File: config.mk
export PLATFORM = sky130hd
export DESIGN_NAME = z80_bus_cycle_fsm_flat
export DESIGN_NICKNAME = d
export VERILOG_FILES = /design/src/rtl/z80_bus_cycle_fsm_if.sv /design/src/rtl/z80_bus_cycle_fsm.sv /design/src/flat_wrapper.sv
export SDC_FILE = /design/constraint.sdc
export NUM_CORES = 1
export LEC_CHECK = 0
export CAP_MARGIN = 20
export CORE_MARGIN = 2
export CORE_UTILIZATION = 45
export DETAILED_ROUTE_END_ITERATION = 12
export PLACE_DENSITY = 0.83
export SYNTH_ARGS = -nofsm -noshare
export SYNTH_HDL_FRONTEND = slang
export SYNTH_SLANG_ARGS = --single-unit
File: constraint.sdc
create_clock -name clk -period 2.34 [get_ports clk]
set_clock_uncertainty 0.15 [all_clocks]
set_input_delay 0.468 -clock clk [delete_from_list [all_inputs] [get_ports clk]]
set_output_delay 0.468 -clock clk [all_outputs]
set_load 0.01 [all_outputs]
File: src/rtl/z80_bus_cycle_fsm_if.sv
`default_nettype none
// +--------------------------------------------------------------------------+
// | Module   : z80_bus_cycle_fsm_if                                          |
// | Purpose  : Bundles the cycle-request handshake and the Z80 bus pins      |
// |            driven or observed by z80_bus_cycle_fsm.                       |
// | Ports    : request side  - start, cyc_type, addr, wdata, ready, done,    |
// |                           rdata, r_wr, r_wdata (refresh register load)   |
// |            bus side      - data_in, data_out, data_oe, addr_out, WAIT_L, |
// |                           M1_L, MREQ_L, IORQ_L, RD_L, WR_L, RFSH_L       |
// |            master: decoder plus external bus; slave: the sequencer.      |
// | Revision : 1.0  initial release                                          |
// +--------------------------------------------------------------------------+
interface z80_bus_cycle_fsm_if;
  logic        start;
  logic [2:0]  cyc_type;
  logic [15:0] addr;
  logic [7:0]  wdata;
  logic        ready;
  logic        done;
  logic [7:0]  rdata;
  logic        r_wr;      // load refresh register R (honoured while idle)
  logic [7:0]  r_wdata;
  logic [7:0]  data_in;
  logic [7:0]  data_out;
  logic        data_oe;
  logic [15:0] addr_out;
  logic        WAIT_L;
  logic        M1_L;
  logic        MREQ_L;
  logic        IORQ_L;
  logic        RD_L;
  logic        WR_L;
  logic        RFSH_L;

  modport master (
    output start, cyc_type, addr, wdata, r_wr, r_wdata, data_in, WAIT_L,
    input  ready, done, rdata, data_out, data_oe, addr_out,
           M1_L, MREQ_L, IORQ_L, RD_L, WR_L, RFSH_L
  );

  modport slave (
    input  start, cyc_type, addr, wdata, r_wr, r_wdata, data_in, WAIT_L,
    output ready, done, rdata, data_out, data_oe, addr_out,
           M1_L, MREQ_L, IORQ_L, RD_L, WR_L, RFSH_L
  );
endinterface
`default_nettype wire

File: src/rtl/z80_bus_cycle_fsm.sv
`default_nettype none
// +--------------------------------------------------------------------------+
// | Module   : z80_bus_cycle_fsm                                             |
// | Purpose  : Z80 machine-cycle sequencer: OCF, MRD, MWR, IORD, IOWR with   |
// |            WAIT_L handling, automatic wait states and DRAM refresh addr. |
// | Ports    : clk   - rising-edge clock                                     |
// |            rst_L - asynchronous active-low reset                         |
// |            bus   - z80_bus_cycle_fsm_if.slave (request + bus pins)       |
// | Params   : MEM_WAIT / IO_WAIT / OCF_WAIT - auto Tw states (0-7)          |
// | Revision : 1.0  initial release                                          |
// +--------------------------------------------------------------------------+
module z80_bus_cycle_fsm #(
  parameter int unsigned MEM_WAIT = 0,
  parameter int unsigned IO_WAIT  = 1,
  parameter int unsigned OCF_WAIT = 0
) (
  input wire                 clk,
  input wire                 rst_L,
  z80_bus_cycle_fsm_if.slave bus
);

  localparam logic [2:0] CYC_OCF  = 3'd0;
  localparam logic [2:0] CYC_MRD  = 3'd1;
  localparam logic [2:0] CYC_MWR  = 3'd2;
  localparam logic [2:0] CYC_IORD = 3'd3;
  localparam logic [2:0] CYC_IOWR = 3'd4;

  localparam logic [2:0] MEM_W = 3'(MEM_WAIT);
  localparam logic [2:0] IO_W  = 3'(IO_WAIT);
  localparam logic [2:0] OCF_W = 3'(OCF_WAIT);

  typedef enum logic [2:0] {
    ST_IDLE = 3'd0,
    ST_T1   = 3'd1,
    ST_T2   = 3'd2,
    ST_TW   = 3'd3,
    ST_T3   = 3'd4,
    ST_T4   = 3'd5
  } state_t;

  state_t      state_q, state_d;
  logic [2:0]  cyc_q, cyc_d;
  logic [15:0] addr_q, addr_d;
  logic [7:0]  wdata_q, wdata_d;
  logic [2:0]  wcnt_q, wcnt_d;
  logic [7:0]  rdata_q, rdata_d;
  logic [7:0]  rfsh_q, rfsh_d;

  logic        final_st;
  logic        accept;
  logic        is_read;
  logic        is_write;
  logic [2:0]  wcnt_dec;

  // The last T-state of a cycle doubles as the accept slot for the next one.
  assign final_st = (state_q == ST_T4) ||
                    ((state_q == ST_T3) && (cyc_q != CYC_OCF));
  assign accept   = bus.start && ((state_q == ST_IDLE) || final_st) &&
                    (bus.cyc_type <= CYC_IOWR);
  assign is_read  = (cyc_q == CYC_OCF) || (cyc_q == CYC_MRD) || (cyc_q == CYC_IORD);
  assign is_write = (cyc_q == CYC_MWR) || (cyc_q == CYC_IOWR);
  assign wcnt_dec = (wcnt_q != 3'd0) ? wcnt_q - 3'd1 : 3'd0;

  always_ff @(posedge clk or negedge rst_L) begin
    if (!rst_L) begin
      state_q <= ST_IDLE;
      cyc_q   <= CYC_OCF;
      addr_q  <= 16'h0000;
      wdata_q <= 8'h00;
      wcnt_q  <= 3'd0;
      rdata_q <= 8'h00;
      rfsh_q  <= 8'h00;
    end else begin
      state_q <= state_d;
      cyc_q   <= cyc_d;
      addr_q  <= addr_d;
      wdata_q <= wdata_d;
      wcnt_q  <= wcnt_d;
      rdata_q <= rdata_d;
      rfsh_q  <= rfsh_d;
    end
  end

  always_comb begin
    state_d = state_q;
    cyc_d   = cyc_q;
    addr_d  = addr_q;
    wdata_d = wdata_q;
    wcnt_d  = wcnt_q;
    rdata_d = rdata_q;
    rfsh_d  = rfsh_q;

    case (state_q)
      ST_IDLE: begin
        if (bus.r_wr) rfsh_d = bus.r_wdata;
      end
      ST_T1: begin
        state_d = ST_T2;
        case (cyc_q)
          CYC_OCF:          wcnt_d = OCF_W;
          CYC_MRD, CYC_MWR: wcnt_d = MEM_W;
          default:          wcnt_d = IO_W;
        endcase
      end
      ST_T2: begin
        state_d = ((wcnt_q != 3'd0) || !bus.WAIT_L) ? ST_TW : ST_T3;
      end
      ST_TW: begin
        // Exit is judged on the post-decrement count so N auto waits give N Tw.
        wcnt_d  = wcnt_dec;
        state_d = ((wcnt_dec != 3'd0) || !bus.WAIT_L) ? ST_TW : ST_T3;
      end
      ST_T3: begin
        state_d = (cyc_q == CYC_OCF) ? ST_T4 : ST_IDLE;
      end
      ST_T4: begin
        state_d = ST_IDLE;
        rfsh_d  = {rfsh_q[7], rfsh_q[6:0] + 7'd1};
      end
      default: state_d = ST_IDLE;
    endcase

    if (((state_q == ST_T2) || (state_q == ST_TW)) && (state_d == ST_T3) && is_read)
      rdata_d = bus.data_in;

    if (accept) begin
      state_d = ST_T1;
      cyc_d   = bus.cyc_type;
      addr_d  = bus.addr;
      wdata_d = bus.wdata;
    end
  end

  // Moore output decode from the registered state and latched cycle type.
  always_comb begin
    bus.M1_L     = 1'b1;
    bus.MREQ_L   = 1'b1;
    bus.IORQ_L   = 1'b1;
    bus.RD_L     = 1'b1;
    bus.WR_L     = 1'b1;
    bus.RFSH_L   = 1'b1;
    bus.data_oe  = 1'b0;
    bus.addr_out = (state_q == ST_IDLE) ? 16'h0000 : addr_q;

    if (state_q != ST_IDLE) begin
      case (cyc_q)
        CYC_OCF: begin
          if ((state_q == ST_T1) || (state_q == ST_T2) || (state_q == ST_TW)) begin
            bus.M1_L   = 1'b0;
            bus.MREQ_L = 1'b0;
            bus.RD_L   = 1'b0;
          end else begin
            bus.addr_out = {8'h00, rfsh_q};
            bus.RFSH_L   = 1'b0;
            bus.MREQ_L   = (state_q == ST_T3) ? 1'b0 : 1'b1;
          end
        end
        CYC_MRD: begin
          bus.MREQ_L = 1'b0;
          bus.RD_L   = 1'b0;
        end
        default: begin
          // Remaining types assert their strobes from T2 onwards.
          if (state_q != ST_T1) begin
            bus.MREQ_L = (cyc_q == CYC_MWR) ? 1'b0 : 1'b1;
            bus.IORQ_L = ((cyc_q == CYC_IORD) || (cyc_q == CYC_IOWR)) ? 1'b0 : 1'b1;
            bus.RD_L   = (cyc_q == CYC_IORD) ? 1'b0 : 1'b1;
            bus.WR_L   = is_write ? 1'b0 : 1'b1;
          end
          bus.data_oe = is_write;
        end
      endcase
    end
  end

  assign bus.done     = final_st;
  assign bus.ready    = (state_q == ST_IDLE) || final_st;
  assign bus.rdata    = rdata_q;
  assign bus.data_out = wdata_q;

endmodule
`default_nettype wire
File: src/flat_wrapper.sv
// flat-port wrapper written by rule: the top's interface ports become plain ports
module z80_bus_cycle_fsm_flat 
#(
  parameter int unsigned MEM_WAIT = 0,
  parameter int unsigned IO_WAIT  = 1,
  parameter int unsigned OCF_WAIT = 0
)
  (clk, rst_L, bus_start, bus_cyc_type, bus_addr, bus_wdata, bus_r_wr, bus_r_wdata, bus_data_in, bus_WAIT_L, bus_ready, bus_done, bus_rdata, bus_data_out, bus_data_oe, bus_addr_out, bus_M1_L, bus_MREQ_L, bus_IORQ_L, bus_RD_L, bus_WR_L, bus_RFSH_L);
  z80_bus_cycle_fsm_if bus_i ();
  input wire clk;
  input wire rst_L;
  input wire logic [$bits(bus_i.start)-1:0] bus_start;
  input wire logic [$bits(bus_i.cyc_type)-1:0] bus_cyc_type;
  input wire logic [$bits(bus_i.addr)-1:0] bus_addr;
  input wire logic [$bits(bus_i.wdata)-1:0] bus_wdata;
  input wire logic [$bits(bus_i.r_wr)-1:0] bus_r_wr;
  input wire logic [$bits(bus_i.r_wdata)-1:0] bus_r_wdata;
  input wire logic [$bits(bus_i.data_in)-1:0] bus_data_in;
  input wire logic [$bits(bus_i.WAIT_L)-1:0] bus_WAIT_L;
  output wire logic [$bits(bus_i.ready)-1:0] bus_ready;
  output wire logic [$bits(bus_i.done)-1:0] bus_done;
  output wire logic [$bits(bus_i.rdata)-1:0] bus_rdata;
  output wire logic [$bits(bus_i.data_out)-1:0] bus_data_out;
  output wire logic [$bits(bus_i.data_oe)-1:0] bus_data_oe;
  output wire logic [$bits(bus_i.addr_out)-1:0] bus_addr_out;
  output wire logic [$bits(bus_i.M1_L)-1:0] bus_M1_L;
  output wire logic [$bits(bus_i.MREQ_L)-1:0] bus_MREQ_L;
  output wire logic [$bits(bus_i.IORQ_L)-1:0] bus_IORQ_L;
  output wire logic [$bits(bus_i.RD_L)-1:0] bus_RD_L;
  output wire logic [$bits(bus_i.WR_L)-1:0] bus_WR_L;
  output wire logic [$bits(bus_i.RFSH_L)-1:0] bus_RFSH_L;
  assign bus_i.start = bus_start;
  assign bus_i.cyc_type = bus_cyc_type;
  assign bus_i.addr = bus_addr;
  assign bus_i.wdata = bus_wdata;
  assign bus_i.r_wr = bus_r_wr;
  assign bus_i.r_wdata = bus_r_wdata;
  assign bus_i.data_in = bus_data_in;
  assign bus_i.WAIT_L = bus_WAIT_L;
  assign bus_ready = bus_i.ready;
  assign bus_done = bus_i.done;
  assign bus_rdata = bus_i.rdata;
  assign bus_data_out = bus_i.data_out;
  assign bus_data_oe = bus_i.data_oe;
  assign bus_addr_out = bus_i.addr_out;
  assign bus_M1_L = bus_i.M1_L;
  assign bus_MREQ_L = bus_i.MREQ_L;
  assign bus_IORQ_L = bus_i.IORQ_L;
  assign bus_RD_L = bus_i.RD_L;
  assign bus_WR_L = bus_i.WR_L;
  assign bus_RFSH_L = bus_i.RFSH_L;
  z80_bus_cycle_fsm #(.MEM_WAIT(MEM_WAIT), .IO_WAIT(IO_WAIT), .OCF_WAIT(OCF_WAIT)) u_core (.clk(clk), .rst_L(rst_L), .bus(bus_i));
endmodule
==> results by group <==
Die
  – Core area: 5507 µm²
  – Chip width: 79.35 µm
  – Initial cell density of the core: 0.4640
  – I/O pin count: 89
  – Rows: 27
  – Die area: 6296 µm²
  – Die Y: 79.35 µm

Power and ir drop
  – Switching Fraction: 0.3712
  – Combinational Power Share: 0.591
  – Flop pwr share: 0.313
  – Leak pwr: 0.001751 µW
  – Clock power share: 0.096
  – Int Pwr: 3185 µW
  – Pwr/cell area: 1347 nW/µm²
  – Maximum VDD drop: 820.2 µV
  – Switching pwr: 1881 µW

Setup path
  – Data required time of the worst path: 1720 ps
  – Delay-heaviest family, CP: simple AND/OR/NAND/NOR gates
  – Worst path slowest cell: dfrtp_1
  – CP cell instances: nor3_2 > and2_4 > buf_4 > nor2_4 > and2_1 > dlymetal6s2s_1
  – Crit-path max FO: 8
  – Buf+Inv Stages, Crit Path: 2
  – Critical path type: reg -> out
  – Startpoint class of the critical path: register
  – CP endpoint kind: primary output
  – Crit path DAT: 1680 ps
  – Slowest stage delay, CP: 410 ps

Routing
  – # DRC: 0
  – Remaining antenna violation count: 0
  – DRT iter0 DRCs: 176
  – Routed wire length per instance: 16.27 µm
  – Vias per inst: 5.384
  – Drt first pass iters: 5
  – Via count: 2143
  – Final wirelength: 6475 µm

Cells and area
  – Ratio of cells with drive above 1 in the final layout: 0.2485
  – Fill count: 417
  – Diodes inserted: 0
  – Final Util: 0.6830
  – Final Net Count: 374
  – Most common cell after layout, fill and taps aside: clkdlybuf4s50_1
  – Most frequent cells in the layout: clkdlybuf4s50_1 (62), dfrtp_1 (49), mux2_4 (28)
  – Syn-to-layout area delta: 47.21%

STA
  – Min Hold Slack: -13.98 ps
  – Unrepaired setup endpoints after global routing: true
  – Minimum clock period: 2293 ps
  – Final setup vio count: 0
  – Fin Setup TNS: 0 ps
  – Maximum clock rate: 0.4361 GHz
  – Max Transition Viols Final: 0
  – Final period utilization: 0.9800
  – Hold Vio Cnt, Final: 16
  – Slew headroom: 0.6845
  – Worst-Margin Slew: 470.1 ps

Synth
  – Yosys warns: 0
  – Ranking of synthesized cells by area: dfrtp_1 (48%), mux2_4 (16%), a22o_1 (3.4%)
  – Share of the synthesized area in the top cell type: 0.4799
  – Ys flop type: dfrtp_1
  – Netlist Area Pre-Place: 2555 µm²
  – Netlist cell types: 47
  – Yosys reg bits: 49
  – Syn nets: 270
  – Mean Syn Cell Area: 11.56 µm²
  – EDFF count, synth: 0
  – Sequential area share after synthesis: 0.4799
  – Post-synth top area cell: dfrtp_1
  – Asr flop ratio synth: 1.000
  – Mapped Cells: 221

Clocking
  – Clk Latency, worst-skew pair: 300 ps
  – Clock Path Buffers: 2
  – Clock Sink Count: 49
  – Hold_buf cts: 0
  – H-tree depth: 2
  – Root Driver: clkbuf_8
  – Clock slew at reported path FFs: 90 ps
  – CTS Buf Count: 5
  – CTS tree: built

Min path
  – Hold Crit Class: in -> async

Placement
  – # port buffers: 88
  – Post-detail-place hpwl: 4403 µm
  – Gpl congestion: 0.8981

GRT
  – Gr usage total: 0.2061
  – Grt ovf: 0
  – Largest net degree at the start of global routing: 50
  – Global-route wire length before repair: 10070 µm
  – Vias in the first global route: 2088
  – Antenna violations before repair: 0

Status
  – Failing checks: negative hold slack
  – Status: finished, violations left

Run
  – Max-cap violation count: 0
path summary, 6_finish.rpt:
path                              startpoint                to  slack [ps]  cells past startpoint
max reg2reg                u_core.state_q[0]   u_core.cyc_q[0]          70                      8
min reg2reg                 u_core.addr_q[3]  u_core.addr_q[3]         350                      1
min in group clk            u_core.addr_q[3]  u_core.addr_q[3]         350                      1
max in group asynchronous              rst_L  u_core.addr_q[9]        1820                      2
min                                    rst_L   u_core.cyc_q[1]         -10                      2
max                          u_core.cyc_q[2]  bus_addr_out[13]          50                      6
worst register-to-register path, stage by stage (launching register included):
cell      delay, ps
dfrtp_1         430
buf_6           200
nor4_4           50
buf_4           140
a211oi_2        290
buf_4           170
nor2b_4         150
buf_12          220
mux2_1          350
metal layers:
layer / GRT usage / vias to the layer above / part of all wire
li1: - / 1002 / -
met2: 0.3534 / 83 / 0.50
met3: 0.03750 / 9 / 0.052
met1: 0.2575 / 1049 / 0.43
met5: 0 / - / 0
met4: 0.08103 / 0 / 0.018
state kept, by name (all words and copies together) (netlist names):
signal	count
u_core.addr_q	16
u_core.bus.data_out	8
u_core.bus.rdata	8
u_core.rfsh_q	8
u_core.cyc_q	3
u_core.state_q	3
u_core.wcnt_q	3
synth_stat cells, types with 6 or more instances:
cell type and number:
a21oi_1 8, a22o_1 10, and2_1 11, buf_2 6
dfrtp_1 49, mux2_1 6, mux2_4 28, nand2_1 17
nor2_1 14, o21ai_0 9
power groups by stage:
stage	clock (µW)	sequential (µW)	combinational (µW)
finish	486	1590	2990
CTS	494	1560	2950
global route	537	1630	3230
detailed placement	0	1560	2910
floorplan	0	1550	1600
global placement	0	1540	2850
cell type report:
cell class / count / area [µm²] / area share
clock buffers: 7 / 76.32 / 0.02029
clock inverters: 1 / 7.507 / 0.001996
inverters: 5 / 18.77 / 0.004990
multi-input cells: 153 / 1277 / 0.3397
flip-flops and latches: 49 / 1226 / 0.3260
well taps: 72 / 90.09 / 0.02395
repair buffers: 111 / 1065 / 0.2831
kinds of logic (layout without fill, tap and decap cells):
group / after synthesis / in the layout / share of synthesized area
adder cells (fa/ha/maj): 1 / 1 / 0.004896
XOR/XNOR: 1 / 1 / 0.003429
AND/OR/NAND/NOR: 64 / 65 / 0.1322
multiplexers: 36 / 36 / 0.1993
buffers and inverters: 20 / 124 / 0.04407
flip-flops: 49 / 49 / 0.4799
AO/OA/AOI/OAI: 50 / 50 / 0.1361
through the flow:
| stage | setup slack, ps | area, µm² | std cells | total power [µW] | hold slack, ps |
|---|---|---|---|---|---|
| 2_1_floorplan | 178.1 | 2555 | 221 | 3152 | 22.41 |
| 3_3_place_gp | -330.5 | 3572 | 381 | 4394 | 320.3 |
| 3_5_place_dp | -364.9 | 3572 | 381 | 4474 | 329.3 |
| 4_1_cts | -198.6 | 3720 | 395 | 5003 | 2.981 |
| 5_1_grt | -9.371 | 3761 | 398 | 5394 | 7.974 |
| 6_report | 46.86 | 3761 | 398 | 5066 | -13.98 |
timing repair:
action,CTS,global route
setup endpoints to repair,22,20
pin swaps,3,3
gates resized for setup,24,38
gates cloned,1,0
hold endpoints to repair,0,0
buffers inserted,5,4
(Power assumes the default switching activity.)
